### src/rtl/qpsk_pkg.sv
// Shared types and scrambler helpers for the QPSK frame transmitter.
package qpsk_pkg;

  typedef enum logic [1:0] {
    IDLE     = 2'd0,
    PREAMBLE = 2'd1,
    PAYLOAD  = 2'd2,
    GAP      = 2'd3
  } tx_state_t;

  localparam int unsigned SCR_W      = 7;
  localparam int unsigned SCR_TAP_HI = 6;
  localparam int unsigned SCR_TAP_LO = 3;

  // One LFSR step; the keystream bit for this step lands in bit 0 of the result.
  function automatic logic [SCR_W-1:0] scr_step(input logic [SCR_W-1:0] lfsr);
    return {lfsr[SCR_W-2:0], lfsr[SCR_TAP_HI] ^ lfsr[SCR_TAP_LO]};
  endfunction

endpackage

### src/rtl/scrambler_x7x4.sv
// Additive x^7+x^4+1 scrambler working on one dibit (I bit first, then Q bit).
module scrambler_x7x4
  import qpsk_pkg::*;
#(
  parameter logic [SCR_W-1:0] SEED = 7'h7F
) (
  input  logic       clk,
  input  logic       rst,
  input  logic       load,
  input  logic       adv,
  input  logic [1:0] din,
  output logic [1:0] dout_c
);

  logic [SCR_W-1:0] lfsr;
  logic [SCR_W-1:0] step1;
  logic [SCR_W-1:0] step2;

  assign step1  = scr_step(lfsr);
  assign step2  = scr_step(step1);
  assign dout_c = {din[1] ^ step1[0], din[0] ^ step2[0]};

  // LFSR: reseed at frame start, advance two steps per scrambled dibit.
  always_ff @(posedge clk or posedge rst) begin
    if (rst) begin
      lfsr <= SEED;
    end else if (load) begin
      lfsr <= SEED;
    end else if (adv) begin
      lfsr <= step2;
    end
  end

endmodule

### src/rtl/qpsk_frame_tx.sv
// Frames a byte stream into preamble + (scrambled) payload dibits + idle gap for the QPSK modulator.
module qpsk_frame_tx
  import qpsk_pkg::*;
#(
  parameter int unsigned      PREAMBLE_LEN = 16,
  parameter logic [31:0]      PREAMBLE     = 32'hCCCC_CCCC,
  parameter int unsigned      GAP_LEN      = 4,
  parameter bit               SCRAMBLE     = 1'b1,
  parameter logic [SCR_W-1:0] SCR_SEED     = 7'h7F
) (
  input  logic       clk,
  input  logic       rst,
  input  logic [7:0] in_data,
  input  logic       in_last,
  input  logic       in_valid,
  output logic       in_ready,
  output logic       out_i,
  output logic       out_q,
  output logic       out_valid,
  input  logic       out_ready,
  output logic       busy,
  output logic       underrun,
  output logic       frame_done
);

  localparam int unsigned PCNT_W = 5;
  localparam int unsigned GCNT_W = 8;

  tx_state_t state, state_d;

  logic [5:0]        sreg, sreg_d;
  logic [1:0]        rem, rem_d;
  logic              held_last, held_last_d;
  logic [PCNT_W-1:0] pcnt, pcnt_d;
  logic [GCNT_W-1:0] gcnt, gcnt_d;
  logic              ur_done, ur_done_d;
  logic              out_i_d, out_q_d, out_valid_d;
  logic              busy_d, underrun_d, frame_done_d;

  logic        hs;
  logic        accept;
  logic        pre_end;
  logic        last_done;
  logic        scr_load;
  logic        scr_adv;
  logic [1:0]  raw_dibit;
  logic [1:0]  scr_dibit;
  logic [1:0]  pay_dibit;
  logic [31:0] pre_sh_c;

  assign hs        = out_valid & out_ready;
  // A new byte is taken only when the output slot is empty or being emptied this cycle.
  assign in_ready  = (state == PAYLOAD) && (rem == 2'd0) && !held_last && (!out_valid || out_ready);
  assign accept    = in_ready & in_valid;
  assign pre_end   = (pcnt == PCNT_W'(PREAMBLE_LEN));
  assign last_done = (state == PAYLOAD) && hs && (rem == 2'd0) && held_last;
  assign pre_sh_c  = PREAMBLE << {pcnt, 1'b0};
  assign raw_dibit = accept ? in_data[7:6] : sreg[5:4];
  assign scr_load  = (state == IDLE) && in_valid;
  assign scr_adv   = accept || ((state == PAYLOAD) && hs && (rem != 2'd0));
  assign pay_dibit = SCRAMBLE ? scr_dibit : raw_dibit;

  scrambler_x7x4 #(
    .SEED(SCR_SEED)
  ) u_scr (
    .clk   (clk),
    .rst   (rst),
    .load  (scr_load),
    .adv   (scr_adv),
    .din   (raw_dibit),
    .dout_c(scr_dibit)
  );

  // State register.
  always_ff @(posedge clk or posedge rst) begin
    if (rst) begin
      state <= IDLE;
    end else begin
      state <= state_d;
    end
  end

  // Next-state logic.
  always_comb begin
    state_d = state;
    case (state)
      IDLE:               if (in_valid) state_d = qpsk_pkg::PREAMBLE;
      qpsk_pkg::PREAMBLE: if (hs && pre_end) state_d = PAYLOAD;
      PAYLOAD:            if (last_done) state_d = (GAP_LEN == 0) ? IDLE : GAP;
      GAP:                if (gcnt == GCNT_W'(GAP_LEN - 1)) state_d = IDLE;
      default:            state_d = IDLE;
    endcase
  end

  // Next values for the output register, byte shifter and counters.
  always_comb begin
    out_i_d      = out_i;
    out_q_d      = out_q;
    out_valid_d  = out_valid;
    sreg_d       = sreg;
    rem_d        = rem;
    held_last_d  = held_last;
    pcnt_d       = pcnt;
    gcnt_d       = gcnt;
    ur_done_d    = ur_done;
    underrun_d   = 1'b0;
    frame_done_d = 1'b0;
    busy_d       = (state_d != IDLE);
    case (state)
      IDLE: begin
        if (in_valid) begin
          {out_i_d, out_q_d} = pre_sh_c[31:30];
          out_valid_d        = 1'b1;
          pcnt_d             = PCNT_W'(1);
          rem_d              = 2'd0;
          held_last_d        = 1'b0;
          ur_done_d          = 1'b0;
        end
      end
      qpsk_pkg::PREAMBLE: begin
        if (hs) begin
          if (pre_end) begin
            out_valid_d = 1'b0;
            pcnt_d      = '0;
          end else begin
            {out_i_d, out_q_d} = pre_sh_c[31:30];
            pcnt_d             = pcnt + PCNT_W'(1);
          end
        end
      end
      PAYLOAD: begin
        if (accept) begin
          {out_i_d, out_q_d} = pay_dibit;
          out_valid_d        = 1'b1;
          sreg_d             = in_data[5:0];
          rem_d              = 2'd3;
          held_last_d        = in_last;
          ur_done_d          = 1'b0;
        end else if (hs && (rem != 2'd0)) begin
          {out_i_d, out_q_d} = pay_dibit;
          sreg_d             = {sreg[3:0], 2'b00};
          rem_d              = rem - 2'd1;
        end else if (hs) begin
          out_valid_d = 1'b0;
          if (held_last) begin
            frame_done_d = 1'b1;
            held_last_d  = 1'b0;
            gcnt_d       = '0;
          end
        end
        // Starved: flag once, then wait quietly until the next byte arrives.
        if (in_ready && !in_valid && !ur_done) begin
          underrun_d = 1'b1;
          ur_done_d  = 1'b1;
        end
      end
      GAP: begin
        gcnt_d = gcnt + GCNT_W'(1);
      end
      default: begin
        out_valid_d = 1'b0;
      end
    endcase
  end

  // Datapath and registered outputs.
  always_ff @(posedge clk or posedge rst) begin
    if (rst) begin
      out_i      <= 1'b0;
      out_q      <= 1'b0;
      out_valid  <= 1'b0;
      busy       <= 1'b0;
      underrun   <= 1'b0;
      frame_done <= 1'b0;
      sreg       <= '0;
      rem        <= '0;
      held_last  <= 1'b0;
      pcnt       <= '0;
      gcnt       <= '0;
      ur_done    <= 1'b0;
    end else begin
      out_i      <= out_i_d;
      out_q      <= out_q_d;
      out_valid  <= out_valid_d;
      busy       <= busy_d;
      underrun   <= underrun_d;
      frame_done <= frame_done_d;
      sreg       <= sreg_d;
      rem        <= rem_d;
      held_last  <= held_last_d;
      pcnt       <= pcnt_d;
      gcnt       <= gcnt_d;
      ur_done    <= ur_done_d;
    end
  end

endmodule

### config.mk
export PLATFORM = sky130hd
export DESIGN_NAME = qpsk_frame_tx
export DESIGN_NICKNAME = d
export VERILOG_FILES = /design/src/rtl/qpsk_pkg.sv /design/src/rtl/scrambler_x7x4.sv /design/src/rtl/qpsk_frame_tx.sv
export SDC_FILE = /design/constraint.sdc
export NUM_CORES = 1
export LEC_CHECK = 0
export BUFFER_PORTS_ARGS = -buffer_cell sky130_fd_sc_hd__buf_2
export CAP_MARGIN = 20
export CORE_AREA = 3 3 72 74
export CTS_CLUSTER_SIZE = 28
export DETAILED_ROUTE_END_ITERATION = 16
export DIE_AREA = 0 0 75 77
export PLACE_DENSITY = 0.61
export SLEW_MARGIN = 10
export SYNTH_ARGS = -nofsm -noshare
export SYNTH_HDL_FRONTEND = slang
export SYNTH_HIERARCHICAL = 1
export SYNTH_SLANG_ARGS = --single-unit
### constraint.sdc
create_clock -name clk -period 3.6 [get_ports clk]
set_input_delay 0.72 -clock clk [delete_from_list [all_inputs] [get_ports clk]]
set_output_delay 0.72 -clock clk [all_outputs]
set_load 0.02 [all_outputs]
==> summary.md, run 1 <==
| Metric | Value |
|---|---|
| Outcome | finished clean |
| CP max FO | 18 |
| P_int | 0.001047 W |
| Finish-stage setup viols | 0 |
| Clock Tree Buf Depth | 2 |
| Critical path data arrival time | 1.89 ns |
| Post-route DRC | 0 |
| Compound-Gate Fraction of Synth Area | 19.54% |
| Mux share of post-synthesis cell area | 3.498% |
| WP buf/inv | 3 |
| Clock slew at reported path FFs | 0.08 ns |
| CP peak stage delay | 0.60 ns |
| Core footprint | 4661 um^2 |
| CTS root buf | clkbuf_8 |
| Hold WC Path Type | reg -> reg |
| Number of synthesized flops with an enable pin | 0 |
| Final Max Tran Viols | 0 |
| Vias | 1609 |
| Syn_nets | 233 |
| Leading cell type in the layout, fill and taps excluded | dfrtp_1 |
| Vias per cell | 5.473 |
| Initial DRC Count | 122 |
| Most crowded layer after global routing | met1 |
| Adder-Cell Fraction of Synth Area | 3.016% |
| Post-synthesis instance area | 2074 um^2 |
| Area share of and/or/nand/nor cells after synthesis | 21.23% |
| Most frequent cells in the layout | dfrtp_1, buf_2, nand2_1 |
| Die Wd | 75 um |
| Sw Share | 32.46% |
| Post-detailed-routing wire length | 4070 um |
| Vias in the first global route | 1476 |
| Post-route antenna net violation count | 0 |
| Least-Margin Pin Slew | 0.6343 ns |
| YS warnings | 6 |
| Initial core utilization | 44.51% |
| Combinational fraction of design power | 29.8% |
| P_sw | 0.0005032 W |
| CP Cell Sequence | buf_4 > nand2b_1 > or4b_1 > inv_1 > buf_2 |
| Final Total Pwr | 0.001550 W |
| Clk sinks | 38 |
| Non-Filler Instances | 294 |
| # IOs | 20 |
| Pwr dens | 652.1 nW/um^2 |
| Initial antenna violation count | 0 |
| Post-synth top flop | dfrtp_1 |
| RSZ-0062 raised after global routing | false |
| Flop2flop setup slack | 1.22 ns |
| Post-synthesis xor/xnor area fraction | 1.689% |
| Cell family with most CP delay | simple AND/OR/NAND/NOR gates |
| Flop pwr share | 42.2% |
| Placement row count | 25 |
| Fmax | 382.7 MHz |
| GPL Wtd Cong | 0.7609 |
| Final min period | 2.613 ns |
| CTS tree | built |
| Clock power frac | 27.9% |
| CTS resizes | 0 |
| TritonCTS buffer count | 5 |
| Global-route wire length before repair | 7065 um |
| CTS H-Tree Depth | 2 |
| Peak supply drop | 0.0003296 V |
| Final TNS setup | 0 ns |
| Util after Layout | 51.01% |
| Cell variety after synth | 49 |
| Met3 Use GR | 4.587% |
| DIE HEIGHT | 77 um |
| Drt wl/cell | 13.84 um |
| Share of layout cells above drive strength 1 | 20.83% |
| GR Util met2 | 21.17% |
| Placed Cells | 286 |
| Worst skew pair latency | 0.29 ns |
| Slew margin rel. | 57.39% |
| Final HPWL DP | 2913 um |
| Crit Path Category | reg -> out |
| GR Layer Usage met1 | 23.90% |
| Pre-Repair DR Iteration Count | 4 |
| Clock Skew | 0.006742 ns |
| CP Capture Type | output pin |
| Post-CTS Hold Fix Bufs | 0 |
| Main combinational cell family by area after synthesis | simple AND/OR/NAND/NOR gates |
| Largest net degree at the start of global routing | 32 |
| Nets | 257 |
| Ys async rst share | 100.0% |
| Flops & latches, synth | 38 |
| Max_cap viols | 0 |
| Fin crit share | 72.59% |
| Share of the yosys chip area belonging to registers | 46.26% |
| Area delta synth->final | 14.60% |
| GRT Residual Overflow | 0 |
| # Post-CTS Setup Buffers | 0 |
| Antenna diodes | 0 |
| Worst path required time | 2.88 ns |
| Die area | 5775 um^2 |
| Final Hold Viols | 0 |
| Type of origin of the critical path | flip-flop |
| I/O Buffers | 19 |
| GRT Total Usage | 15.86% |
| Slowest-stage cell, CP | or4b_1 |
| Syn Inst Count | 215 |
| Static leakage | 1.112 nW |
| Mapped Avg Cell Area | 9.649 um^2 |
-- synth_stat cells, drive strengths merged, types with 7 or more instances --
cell type,n,area (um^2)
a21oi,14,70.07
a22o,7,61.31
dfrtp,31,775.7
dfstp,7,183.9
inv,15,56.30
nand2,16,60.06
nand3,8,40.04
nor2,13,48.80
nor2b,12,80.08
nor3,7,40.04
o21ai,12,60.05
-- per-stage QoR --
step                      setup WS, ns  hold slack (ns)  instance area [um^2]
after floorplan                  1.417           0.4315                  2074
final                           0.9868           0.4577                  2377
after CTS                       0.9744           0.4618                  2377
after global routing            0.9022           0.4849                  2377
after detailed placement         1.076           0.4624                  2240
after global placement           1.142           0.4620                  2240
-- logic make-up after synthesis --
| logic type | count (synthesis) |
|---|---|
| AOI/OAI and AO/OA | 60 |
| xor gates and xnor gates | 4 |
| adders and majority gates | 5 |
| buffers and inverters | 23 |
| DFF | 38 |
| muxes | 7 |
| and+or+nand+nor | 78 |
-- power groups by stage --
stage / sequential (W) / combinational [W] / clock (W)
after floorplan: 0.000647 / 0.000368 / 0
after global placement: 0.000664 / 0.000463 / 0
after detailed placement: 0.000662 / 0.000468 / 0
after CTS: 0.000655 / 0.000469 / 0.000447
after global routing: 0.000674 / 0.000535 / 0.000464
final: 0.000655 / 0.000463 / 0.000433
-- flip-flops by register name, summed over array words and instances (netlist names), 2 cells and up --
signal	flops
state	2
u_scr/lfsr	7
sreg	6
pcnt	5
gcnt	8
rem	2
-- layer usage --
layer  wire [um]  up-vias  part of all wire [%]
met5           0        -                     0
met4          69        0                   1.7
met3         148        7                   3.6
met2        1712       24                    42
met1        2139      759                    53
li1            -      819                     -
-- worst register-to-register path, cell delays in order (launching register included) --
cell and delay, ns:
dfrtp_1 0.32, buf_4 0.20, nand2b_1 0.23, nor4_4 0.48, buf_4 0.25, nor2_1 0.12, inv_1 0.31, nor2b_1 0.09
a211o_2 0.31
-- worst paths after layout --
path | startpoint | to | cells past startpoint
worst max-delay path | state[1] | in_ready | 5
worst min-delay path | ur_done | underrun | 1
worst max register to register | state[1] | u_scr/lfsr[2] | 8
worst min register to register | ur_done | underrun | 1
max in group asynchronous | rst | gcnt[7] | 3
min in group asynchronous | rst | out_i | 3
-- cell type report --
cell class / count / area, um^2
Timing Repair Buffer: 25 / 140.1
Clock inverter: 3 / 68.82
Sequential cell: 38 / 959.7
Multi-Input combinational cell: 154 / 1016
Clock buffer: 5 / 68.82
Fill cell: 436 / 2283
Tap cell: 54 / 67.56
Inverter: 15 / 56.30
(Power assumes the default switching activity.)
==> inputs of run 2 (changes only) <==
--- a/config.mk
+++ b/config.mk
@@ -11,7 +11,7 @@
 export CTS_CLUSTER_SIZE = 28
 export DETAILED_ROUTE_END_ITERATION = 16
 export DIE_AREA = 0 0 75 77
-export PLACE_DENSITY = 0.61
+export PLACE_DENSITY = 0.64
 export SLEW_MARGIN = 10
 export SYNTH_ARGS = -nofsm -noshare
 export SYNTH_HDL_FRONTEND = slang
==> constraint.sdc (replaced) <==
create_clock -name clk -period 2.2 [get_ports clk]
set_input_delay 0.44 -clock clk [delete_from_list [all_inputs] [get_ports clk]]
set_output_delay 0.44 -clock clk [all_outputs]
set_load 0.02 [all_outputs]
==> summary.md, run 2 (same netlist as run 1, synthesis figures left out) <==
| Metric | Value |
|---|---|
| Outcome | finished clean |
| Clock Tree Buf Depth | 2 |
| Leading cell type in the layout, fill and taps excluded | dfrtp_1 |
| CP Capture Type | output pin |
| Final Hold Viols | 0 |
| Vias | 1642 |
| Finish-stage setup viols | 0 |
| GPL Wtd Cong | 0.8225 |
| Drt wl/cell | 14.09 um |
| Post-detailed-routing wire length | 4214 um |
| Worst skew pair latency | 0.29 ns |
| Final Max Tran Viols | 0 |
| Type of origin of the critical path | flip-flop |
| Initial antenna violation count | 0 |
| Final HPWL DP | 2977 um |
| Crit Path Category | reg -> out |
| Area delta synth->final | 15.26% |
| Most flops, register | gcnt |
| Final TNS setup | 0 ns |
| CP peak stage delay | 0.47 ns |
| Post-route antenna net violation count | 0 |
| Placement row count | 25 |
| FILL cells | 448 |
| Non-Filler Instances | 299 |
| CP endpoint | in_ready |
| Post-CTS Hold Fix Bufs | 0 |
| DIE HEIGHT | 77 um |
| Sequential cell area | 959.7 um^2 |
| Max reg flops | 8 |
| GRT Total Usage | 16.34% |
| Reg2reg end | state[0] |
| Most frequent cells in the layout | dfrtp_1, buf_2, nand2_1 |
| Peak supply drop | 0.0003808 V |
| Clock slew at reported path FFs | 0.08 ns |
| CP Cell Sequence | inv_1 > ha_4 > or4b_4 > inv_1 > buf_2 |
| Pre-Repair DR Iteration Count | 4 |
| Pwr dens | 992.6 nW/um^2 |
| Static leakage | 1.127 nW |
| Critical path data arrival time | 1.69 ns |
| Slew margin rel. | 73.17% |
| CP max FO | 6 |
| Final min period | 2.134 ns |
| Largest regs | gcnt (8), u_scr/lfsr (7), sreg (6) |
| Post-route DRC | 0 |
| Clk sinks | 38 |
| Worst path required time | 1.76 ns |
| Global-route wire length before repair | 7445 um |
| Max_cap viols | 0 |
| Flop2flop setup slack | 0.25 ns |
| CP dominant cell by count | inv_1 |
| Setup WS pre-CTS | 0.2035 ns |
| Placed Cells | 291 |
| Share of layout cells above drive strength 1 | 22.86% |
| Largest net degree at the start of global routing | 32 |
| Cells on worst reg2reg path | 7 |
| Worst Setup SP | rem[0] |
| I/O Buffers | 19 |
| Final worst setup slack | 0.06631 ns |
| Clock Skew | 0.01424 ns |
| Initial core utilization | 44.51% |
| CTS tree | built |
| CTS H-Tree Depth | 2 |
| Final Total Pwr | 0.002373 W |
| Vias in the first global route | 1639 |
| Initial DRC Count | 135 |
| Least-Margin Pin Slew | 0.3990 ns |
| Nets | 262 |
| Worst r2r src | pcnt[0] |
| Die Wd | 75 um |
| # IOs | 20 |
| Fin crit share | 96.99% |
| Fmax | 468.7 MHz |
| Vias per cell | 5.492 |
| Core footprint | 4661 um^2 |
| Die area | 5775 um^2 |
| TritonCTS buffer count | 5 |
| Hold WC Path Type | in -> async |
| Antenna diodes | 0 |
| GRT Residual Overflow | 0 |
| CTS root buf | clkbuf_8 |
| Multi-input logic area | 1040 um^2 |
| Slowest-stage cell, CP | or4b_4 |
[run 2: what timing repair did]
| item | CTS | global route |
|---|---|---|
| setup buffers | 0 | 0 |
| gates resized for setup | 2 | 3 |
| setup endpoints to repair | 1 | 1 |
[run 2: power by group]
group	switching [W]	internal (W)
Sequential	0.000156	0.000912
Combinational	0.000442	0.000378
Clock	0.000231	0.000256
[run 2: area by class of cell]
class / instances / share of cell area, %
flip-flops and latches: 38 / 40.14
repair buffers: 30 / 7.431
multi-input cells: 154 / 43.49
well taps: 54 / 2.826
clock buffers: 8 / 3.768
inverters: 15 / 2.355
[run 2: layer usage]
metal / track usage [%] / wire [um] / up-vias
li1: - / - / 826
met4: 5.160 / 45 / 0
met5: 0 / 0 / -
met3: 4.325 / 173 / 5
met1: 23.84 / 2164 / 782
met2: 23.34 / 1830 / 29
[run 2: how the worst min path moves through the flow]
stage / start / end / slack, ns / cells past startpoint
after floorplan: ur_done / underrun / 0.43 / 1
after global placement: sreg[5] / sreg[5] / 0.46 / 1
after detailed placement: ur_done / underrun / 0.46 / 1
after CTS: rst / out_i / 0.25 / 3
after global routing: rst / out_q / 0.27 / 3
final: rst / out_q / 0.23 / 3
[run 2: per-stage QoR]
| step | instance area [um^2] | utilization [%] | hold WS [ns] |
|---|---|---|---|
| 2_1_floorplan | 2074 | - | 0.4315 |
| 3_3_place_gp | 2277 | 48.86 | 0.4576 |
| 3_5_place_dp | 2277 | 48.86 | 0.4620 |
| 4_1_cts | 2372 | 50.90 | 0.2473 |
| 5_1_grt | 2391 | 51.30 | 0.2729 |
| 6_report | 2391 | 51.30 | 0.2336 |
[run 2: worst max-delay path, delay by kind of cell (launching register included)]
kind	cells	cell delay, ns
and+or+nand+nor	1	0.47
DFF	1	0.40
buffers and inverters	3	0.35
adders and majority gates	1	0.18
==> inputs of run 3 (changes only) <==
--- a/config.mk
+++ b/config.mk
@@ -12,6 +12,7 @@
 export DETAILED_ROUTE_END_ITERATION = 16
 export DIE_AREA = 0 0 75 77
 export PLACE_DENSITY = 0.64
+export RECOVER_POWER = 50
 export SLEW_MARGIN = 10
 export SYNTH_ARGS = -nofsm -noshare
 export SYNTH_HDL_FRONTEND = slang
==> summary.md, run 3 (same netlist as run 1, synthesis figures left out) <==
| Metric | Value |
|---|---|
| TritonCTS buffer count | 5 |
| Global-route wire length before repair | 7445 um |
| Die Wd | 75 um |
| Setup WS pre-CTS | 0.2035 ns |
| Util after Layout | 51.14% |
| CP dominant cell by count | inv_1 |
| GRT Total Usage | 16.34% |
| Max reg flops | 8 |
| Multi-input logic area | 1040 um^2 |
| Cell area after layout | 2384 um^2 |
| Critical path data arrival time | 1.69 ns |
| Placed Cells | 291 |
| Fmax | 468.6 MHz |
| Post-CTS Hold Fix Bufs | 0 |
| DIE HEIGHT | 77 um |
| Pre-Repair DR Iteration Count | 4 |
| Final HPWL DP | 2977 um |
| Largest net degree at the start of global routing | 32 |
| Sequential cell area | 959.7 um^2 |
| Post-route antenna net violation count | 0 |
| Hold WC Path Type | in -> async |
| CTS tree | built |
| Clk sinks | 38 |
| Share of layout cells above drive strength 1 | 21.22% |
| CP max FO | 6 |
| Largest regs | gcnt (8), u_scr/lfsr (7), sreg (6) |
| Antenna diodes | 0 |
| Placement row count | 25 |
| CP Capture Type | output pin |
| Clock slew at reported path FFs | 0.08 ns |
| Outcome | complete, but fails checks |
| Slowest-stage cell, CP | or4b_4 |
| Fin crit share | 97.01% |
| Cells on worst reg2reg path | 7 |
| Failing checks | max-capacitance violations, max-slew violations |
| GRT Residual Overflow | 0 |
| Worst skew pair latency | 0.29 ns |
| Clock Tree Buf Depth | 2 |
| Post-route DRC | 0 |
| Pwr dens | 996.4 nW/um^2 |
| CP Cell Sequence | inv_1 > ha_4 > or4b_4 > inv_1 > buf_2 |
| Area delta synth->final | 14.90% |
| Max_cap viols | 1 |
| Most frequent cells in the layout | dfrtp_1, nand2_1, buf_2 |
| Core footprint | 4661 um^2 |
| Vias in the first global route | 1639 |
| # IOs | 20 |
| Non-Filler Instances | 299 |
| Leading cell type in the layout, fill and taps excluded | dfrtp_1 |
| Initial antenna violation count | 0 |
| Peak supply drop | 0.0003812 V |
| Final Hold Viols | 0 |
| Post-detailed-routing wire length | 4203 um |
| Static leakage | 1.113 nW |
| Placed instance area | 2277 um^2 |
| Initial DRC Count | 134 |
| Die area | 5775 um^2 |
| Vias per cell | 5.498 |
| Drt wl/cell | 14.06 um |
| Nets | 262 |
| Final min period | 2.134 ns |
| Worst path required time | 1.76 ns |
| Slew margin rel. | -13.85% |
| CP peak stage delay | 0.47 ns |
| Initial core utilization | 44.51% |
| Final worst setup slack | 0.06581 ns |
| I/O Buffers | 19 |
| Clock Skew | 0.01429 ns |
| Final Max Tran Viols | 32 |
| Vias | 1644 |
| FILL cells | 453 |
| Least-Margin Pin Slew | 1.708 ns |
| Most flops, register | gcnt |
| CTS root buf | clkbuf_8 |
| Crit Path Category | reg -> out |
| GPL Wtd Cong | 0.8225 |
| Finish-stage setup viols | 0 |
| Type of origin of the critical path | flip-flop |
| CTS H-Tree Depth | 2 |
==> run 3: cell types whose count changed in the layout (fill, tap and decap cells not counted) <==
cell	delta
buf_2	-3
clkbuf_1	+4
buf_4	-1
==> run 3: final timing paths <==
kind	to	slack, ns	start
hold reg to reg	underrun	0.46	ur_done
max in group asynchronous	gcnt[7]	0.45	rst
setup / recovery	in_ready	0.07	rem[0]
setup reg to reg	state[0]	0.26	pcnt[0]
min in group clk	sreg[1]	0.37	in_data[1]
hold / removal	u_scr/lfsr[5]	0.30	rst
==> run 3: cell type report <==
type                            count  share of cell area (%)
Timing Repair Buffer               30                   7.139
Clock buffer                        8                   3.780
Sequential cell                    38                   40.26
Tap cell                           54                   2.835
Multi-Input combinational cell    154                   43.62
Inverter                           15                   2.362
==> run 3: metal layers <==
layer | part of all wire (%) | vias up | GRT usage, % | wire, um
met5 | 0 | - | 0 | 0
met4 | 1.1 | 0 | 5.160 | 45
met3 | 3.9 | 5 | 4.325 | 164
met2 | 43 | 27 | 23.34 | 1825
met1 | 52 | 786 | 23.84 | 2169
li1 | - | 826 | - | -
==> run 3: report_power, final <==
group          internal, W  switching, W  total [W]  leakage [nW]
Sequential        0.000912      0.000155    0.00107         0.464
Clock             0.000256      0.000232   0.000487        0.0455
Combinational     0.000377      0.000444   0.000821         0.603
==> run 3: stage by stage <==
step                power, W   TNS, ns  hold slack (ns)
floorplan           0.001661         0           0.4315
global placement    0.001875         0           0.4576
detailed placement  0.001898         0           0.4620
CTS                 0.002399         0           0.2473
global route        0.002581  -0.01528           0.3244
finish              0.002375         0           0.3043
==> run 3: repair_timing <==
| action | in CTS | in global routing |
|---|---|---|
| setup buffers | 0 | 0 |
| resized for setup | 2 | 3 |
| setup endpoints to repair | 1 | 1 |
| gates cloned | 0 | 0 |
==> run 3: critical path, delay by kind of cell, from the launching register on <==
kind	cells	cell delay (ns)
DFF	1	0.40
buffers and inverters	3	0.35
and+or+nand+nor	1	0.47
adders and majority gates	1	0.18
